$ cat src/rtl/apu_frame_sequencer_if.sv
// apu_frame_sequencer_if: frame-control write/ack strobes and tick/IRQ/step outputs of the frame sequencer
interface apu_frame_sequencer_if;
  logic       cfg_wr;
  logic [7:0] cfg_data;
  logic       irq_ack;
  logic       qtr_tick;
  logic       hlf_tick;
  logic       frame_irq;
  logic [2:0] step;
  modport master (output cfg_wr, cfg_data, irq_ack, input qtr_tick, hlf_tick, frame_irq, step);
  modport slave  (input cfg_wr, cfg_data, irq_ack, output qtr_tick, hlf_tick, frame_irq, step);
endinterface

$ cat src/rtl/apu_frame_sequencer.sv
// apu_frame_sequencer: divides apu_clk into frame steps and issues quarter/half-frame ticks and the frame IRQ
module apu_frame_sequencer #(
  parameter int STEP_PERIOD = 3729,
  parameter int CNT_W       = 12
) (
  input logic                 apu_clk,
  input logic                 rst,
  apu_frame_sequencer_if.slave bus
);
  logic [CNT_W-1:0] div_q;
  logic [2:0]       step_q;
  logic             mode_q, inh_q, qtr_q, hlf_q, irq_q;
  logic             tc, last, qtr_en, hlf_en;
  assign tc     = div_q == CNT_W'(STEP_PERIOD - 1);
  assign last   = mode_q ? step_q == 3'd4 : step_q == 3'd3;
  assign qtr_en = mode_q ? step_q != 3'd3 : 1'b1;
  assign hlf_en = step_q == 3'd1 || last;
  assign bus.qtr_tick  = qtr_q;
  assign bus.hlf_tick  = hlf_q;
  assign bus.frame_irq = irq_q;
  assign bus.step      = step_q;
  // a frame-control write restarts the frame and beats any coincident terminal-count action
  always_ff @(posedge apu_clk) begin
    if (rst) begin
      div_q  <= '0;
      step_q <= '0;
      mode_q <= 1'b0;
      inh_q  <= 1'b0;
      qtr_q  <= 1'b0;
      hlf_q  <= 1'b0;
      irq_q  <= 1'b0;
    end else if (bus.cfg_wr) begin
      mode_q <= bus.cfg_data[7];
      inh_q  <= bus.cfg_data[6];
      div_q  <= '0;
      step_q <= '0;
      qtr_q  <= bus.cfg_data[7];
      hlf_q  <= bus.cfg_data[7];
      irq_q  <= irq_q && !bus.cfg_data[6] && !bus.irq_ack;
    end else begin
      div_q  <= tc ? '0 : div_q + CNT_W'(1);
      step_q <= tc ? (last ? 3'd0 : step_q + 3'd1) : step_q;
      qtr_q  <= tc && qtr_en;
      hlf_q  <= tc && hlf_en;
      irq_q  <= (tc && last && !mode_q && !inh_q) || (irq_q && !bus.irq_ack);
    end
  end
endmodule

$ cat src/flat_wrapper.sv
// flat-port wrapper written by rule: the top's interface ports become plain ports
module apu_frame_sequencer_flat 
#(
  parameter int STEP_PERIOD = 3729,
  parameter int CNT_W       = 12
)
  (apu_clk, rst, bus_cfg_wr, bus_cfg_data, bus_irq_ack, bus_qtr_tick, bus_hlf_tick, bus_frame_irq, bus_step);
  apu_frame_sequencer_if bus_i ();
  input logic apu_clk;
  input logic rst;
  input wire logic [$bits(bus_i.cfg_wr)-1:0] bus_cfg_wr;
  input wire logic [$bits(bus_i.cfg_data)-1:0] bus_cfg_data;
  input wire logic [$bits(bus_i.irq_ack)-1:0] bus_irq_ack;
  output wire logic [$bits(bus_i.qtr_tick)-1:0] bus_qtr_tick;
  output wire logic [$bits(bus_i.hlf_tick)-1:0] bus_hlf_tick;
  output wire logic [$bits(bus_i.frame_irq)-1:0] bus_frame_irq;
  output wire logic [$bits(bus_i.step)-1:0] bus_step;
  assign bus_i.cfg_wr = bus_cfg_wr;
  assign bus_i.cfg_data = bus_cfg_data;
  assign bus_i.irq_ack = bus_irq_ack;
  assign bus_qtr_tick = bus_i.qtr_tick;
  assign bus_hlf_tick = bus_i.hlf_tick;
  assign bus_frame_irq = bus_i.frame_irq;
  assign bus_step = bus_i.step;
  apu_frame_sequencer #(.STEP_PERIOD(STEP_PERIOD), .CNT_W(CNT_W)) u_core (.apu_clk(apu_clk), .rst(rst), .bus(bus_i));
endmodule
$ cat config.mk
export PLATFORM = sky130hd
export DESIGN_NAME = apu_frame_sequencer_flat
export DESIGN_NICKNAME = d
export VERILOG_FILES = /design/src/rtl/apu_frame_sequencer_if.sv /design/src/rtl/apu_frame_sequencer.sv /design/src/flat_wrapper.sv
export SDC_FILE = /design/constraint.sdc
export NUM_CORES = 1
export LEC_CHECK = 0
export CORE_AREA = 2 2 52 54
export DETAILED_ROUTE_END_ITERATION = 8
export DIE_AREA = 0 0 54 56
export GPL_TIMING_DRIVEN = 0
export HOLD_SLACK_MARGIN = 0.15
export SLEW_MARGIN = 0
export SYNTH_ARGS = -nofsm -noshare
export SYNTH_HDL_FRONTEND = slang
export SYNTH_SLANG_ARGS = --single-unit
$ cat constraint.sdc
create_clock -name apu_clk -period 1.7 [get_ports apu_clk]
set_input_delay 0.17 -clock apu_clk [delete_from_list [all_inputs] [get_ports apu_clk]]
set_output_delay 0.17 -clock apu_clk [all_outputs]
set_load 0.01 [all_outputs]
==> impl_metrics.csv <==
group,metric,value,unit
global_routing,grt_use_total,14.0,%
pwr,p_leak,0.402,nW
synthesis,synth-xor-area-share,9.20,%
critical_path,regToRegSetupSlack,0.18,ns
critical_path,crit_required,1.95,ns
min_path,min_path_cells,2,
placement,io_buffers,10,
critical_path,path_cells,"inv_1, ha_1, and4_2, nand3_4, nand2_1, buf_2, nor2_1",
synthesis,synth_adder_area_share,6.57,%
routing,post_drt_wl_per_cell,12.5,um
synthesis,synth_area,952,sq um
clocking,cts_buffers,3,
clocking,clock-sinks,20,
timing,rsz0062_at_grt,"false",
synthesis,synth_compound_area_share,8.15,%
routing,first_iter_violations,4,
synthesis,synth_top_area_share,42.0,%
timing,worst_clock_skew,0.00306,ns
clocking,clock_latency,0.31,ns
pwr,pwr_density_cell,710,mW/mm^2
min_path,min_path_type,"in -> reg",
routing,wl,1.82,mm
clocking,clk_pin_slew_worst_paths,0.11,ns
synthesis,synthTopCellsByArea,"dfxtp_1, ha_1, nor2_1",
synthesis,synthSimpleGateAreaFrac,29.4,%
timing,period_share,89.2,%
critical_path,rr_startpoint,"u_core.div_q[1]",
floorplan,dieArea,0.00302,sq mm
synthesis,synthTopCellsByCount,"dfxtp_1, nor2_1, nand2_1",
layout,area_growth,18.4,%
synthesis,synth_top_family_by_area,"simple AND/OR/NAND/NOR gates",
global_routing,antenna_found_initial,0,
floorplan,dieWidth,54,um
synthesis,postSynth.asyncResetShare,0,%
critical_path,slowest_stage,"dfxtp_1",
global_routing,grt_start_max_net_pins,12,
clocking,cts_resized,0,
synthesis,netlist_instances,101,
layout,diodes,0,
clocking,cts_tree,"yes",
synthesis,ys_seq_area_share,42.0,%
synthesis,synth-main-ff-cell,"dfxtp_1",
synthesis,synth_nets,118,
synthesis,yosys_warnings,0,
min_path,min_to,"u_core.mode_q",
floorplan,core,0.00243,sq mm
synthesis,avgSynthCellArea,9.43,sq um
routing,drc,0,
critical_path,r2r_cells,7,
timing,slew_violations,0,
placement,gp_congestion,0.750,
routing,antenna_left,0,
synthesis,yosysTopAreaCell,"dfxtp_1",
floorplan,rows,18,
synthesis,synth.area.mux_share,1.05,%
critical_path,critical_path_arrival,1.77,ns
placement,dp_hpwl,1.33,mm
clocking,clockBufferDepth,2,
global_routing,grt_overflow,0,
critical_path,timing.rr.end,"u_core.div_q[2]",
timing,fmax,0.660,GHz
routing,num_vias,732,
layout,nets,133,
critical_path,worst_setup_path_end_kind,"register",
timing,setup_viol,0,
critical_path,setup.worst_path.start_class,"register",
timing,fin_crit,1.52,ns
layout,drive_gt1_share,12.2,%
floorplan,num_io_pins,18,
critical_path,path_class,"reg -> reg",
synthesis,synth_most_common_cell,"dfxtp_1",
global_routing,grt_pass1_vias,737,
layout,finish.utilization,46.3,%
floorplan,die_h,56,um
timing,slew_headroom,79.2,%
timing,setup_tns,0,ns
clocking,cts_hold_buf,0,
timing,tightest_slew,0.312,ns
critical_path,crit_fanout,10,
global_routing,grt_pass1_wl,3.19,mm
outcome,outcome,"finished, final reports clean",
synthesis,ys_types,31,
routing,vias_per_cell,5.05,
critical_path,cpPeakStageDelay,0.42,ns
min_path,worstHoldStart,"rst",
timing,hold_violations,0,
floorplan,start_util,39.1,%
clocking,postCtsSetupBuffers,0,
clocking,cts-root-buf,"clkbuf_4",
clocking,h-tree-depth,1,
pwr,ir_drop,0.569,mV
routing,dr.pass1.iters,4,
synthesis,ys_seq_elements,20,
run,drv_cap,0,
synthesis,synth-edff-count,0,
-- report_power, final --
part / switching, mW / internal (mW) / total (mW)
combinational: 0.0200 / 0.0196 / 0.0396
sequential: 0.00631 / 0.475 / 0.481
clock: 0.149 / 0.131 / 0.280
total: 0.175 / 0.625 / 0.800
-- registers in the layout (all words and copies together) (netlist names) --
register,count
u_core.bus.frame_irq,1
u_core.bus.hlf_tick,1
u_core.mode_q,1
u_core.bus.step,3
u_core.div_q,12
u_core.inh_q,1
u_core.bus.qtr_tick,1
-- logic make-up (layout without fill, tap and decap cells) --
| kind of cell | Yosys count | in the layout |
|---|---|---|
| DFF | 20 | 20 |
| adders and majority gates | 5 | 5 |
| and+or+nand+nor | 48 | 48 |
| buffers and inverters | 7 | 21 |
| muxes | 1 | 1 |
| AOI/OAI and AO/OA | 10 | 10 |
| xor gates and xnor gates | 10 | 10 |
-- per-layer routing --
metal	GRT usage (%)	share of wire [%]
met5	0	0
met2	22.1	48
met1	17.0	46
met4	5.00	1.4
met3	5.11	4.9
-- how the worst max path moves through the flow --
| stage | startpoint | end | cells past startpoint |
|---|---|---|---|
| floorplan | u_core.div_q[0] | u_core.bus.step[1] | 6 |
| global placement | u_core.div_q[0] | u_core.div_q[11] | 7 |
| detailed placement | u_core.div_q[0] | u_core.div_q[5] | 7 |
| CTS | u_core.div_q[0] | u_core.div_q[5] | 7 |
| global route | u_core.div_q[1] | u_core.bus.step[1] | 6 |
| finish | u_core.div_q[1] | u_core.div_q[2] | 7 |
-- worst max-delay path: cells and delay by family (launching register included) --
family        cells  cell delay [ns]
fa+ha+maj         1             0.18
simple gates      4             0.59
buf+inv           2             0.27
flops             1             0.42
-- through the flow --
step                hold slack, ns  power, mW  setup slack (ns)  std cells  cell area (sq um)
finish                       0.309      0.801             0.184        145               1130
detailed placement           0.439      0.532             0.152        141               1090
CTS                          0.308      0.811             0.131        145               1130
floorplan                    0.239      0.510             0.314        101                952
global route                 0.331      0.839            0.0248        145               1130
global placement             0.428      0.531             0.201        141               1090
-- placed cells by master (no fill, tap or decap), drive strengths merged, types with 3 or more instances in the layout --
master | synthesis | layout
xor2 | 6 | 6
nand3 | 6 | 6
nor3 | 3 | 3
nand2 | 8 | 8
xnor2 | 4 | 4
nand4 | 5 | 5
inv | 5 | 5
clkbuf | 0 | 4
ha | 5 | 5
clkdlybuf4s50 | 0 | 10
dfxtp | 20 | 20
nor2 | 16 | 16
-- cell type report --
type / count / area (sq um)
fill: 248 / 1310
multi-input combinational: 74 / 518
sequential: 20 / 402
timing repair buffer: 10 / 100
tap: 30 / 37.5
clock buffer: 4 / 36.3
inverter: 5 / 18.8
buffer: 2 / 15.0
No activity file was read; power rests on OpenSTA's default activity.
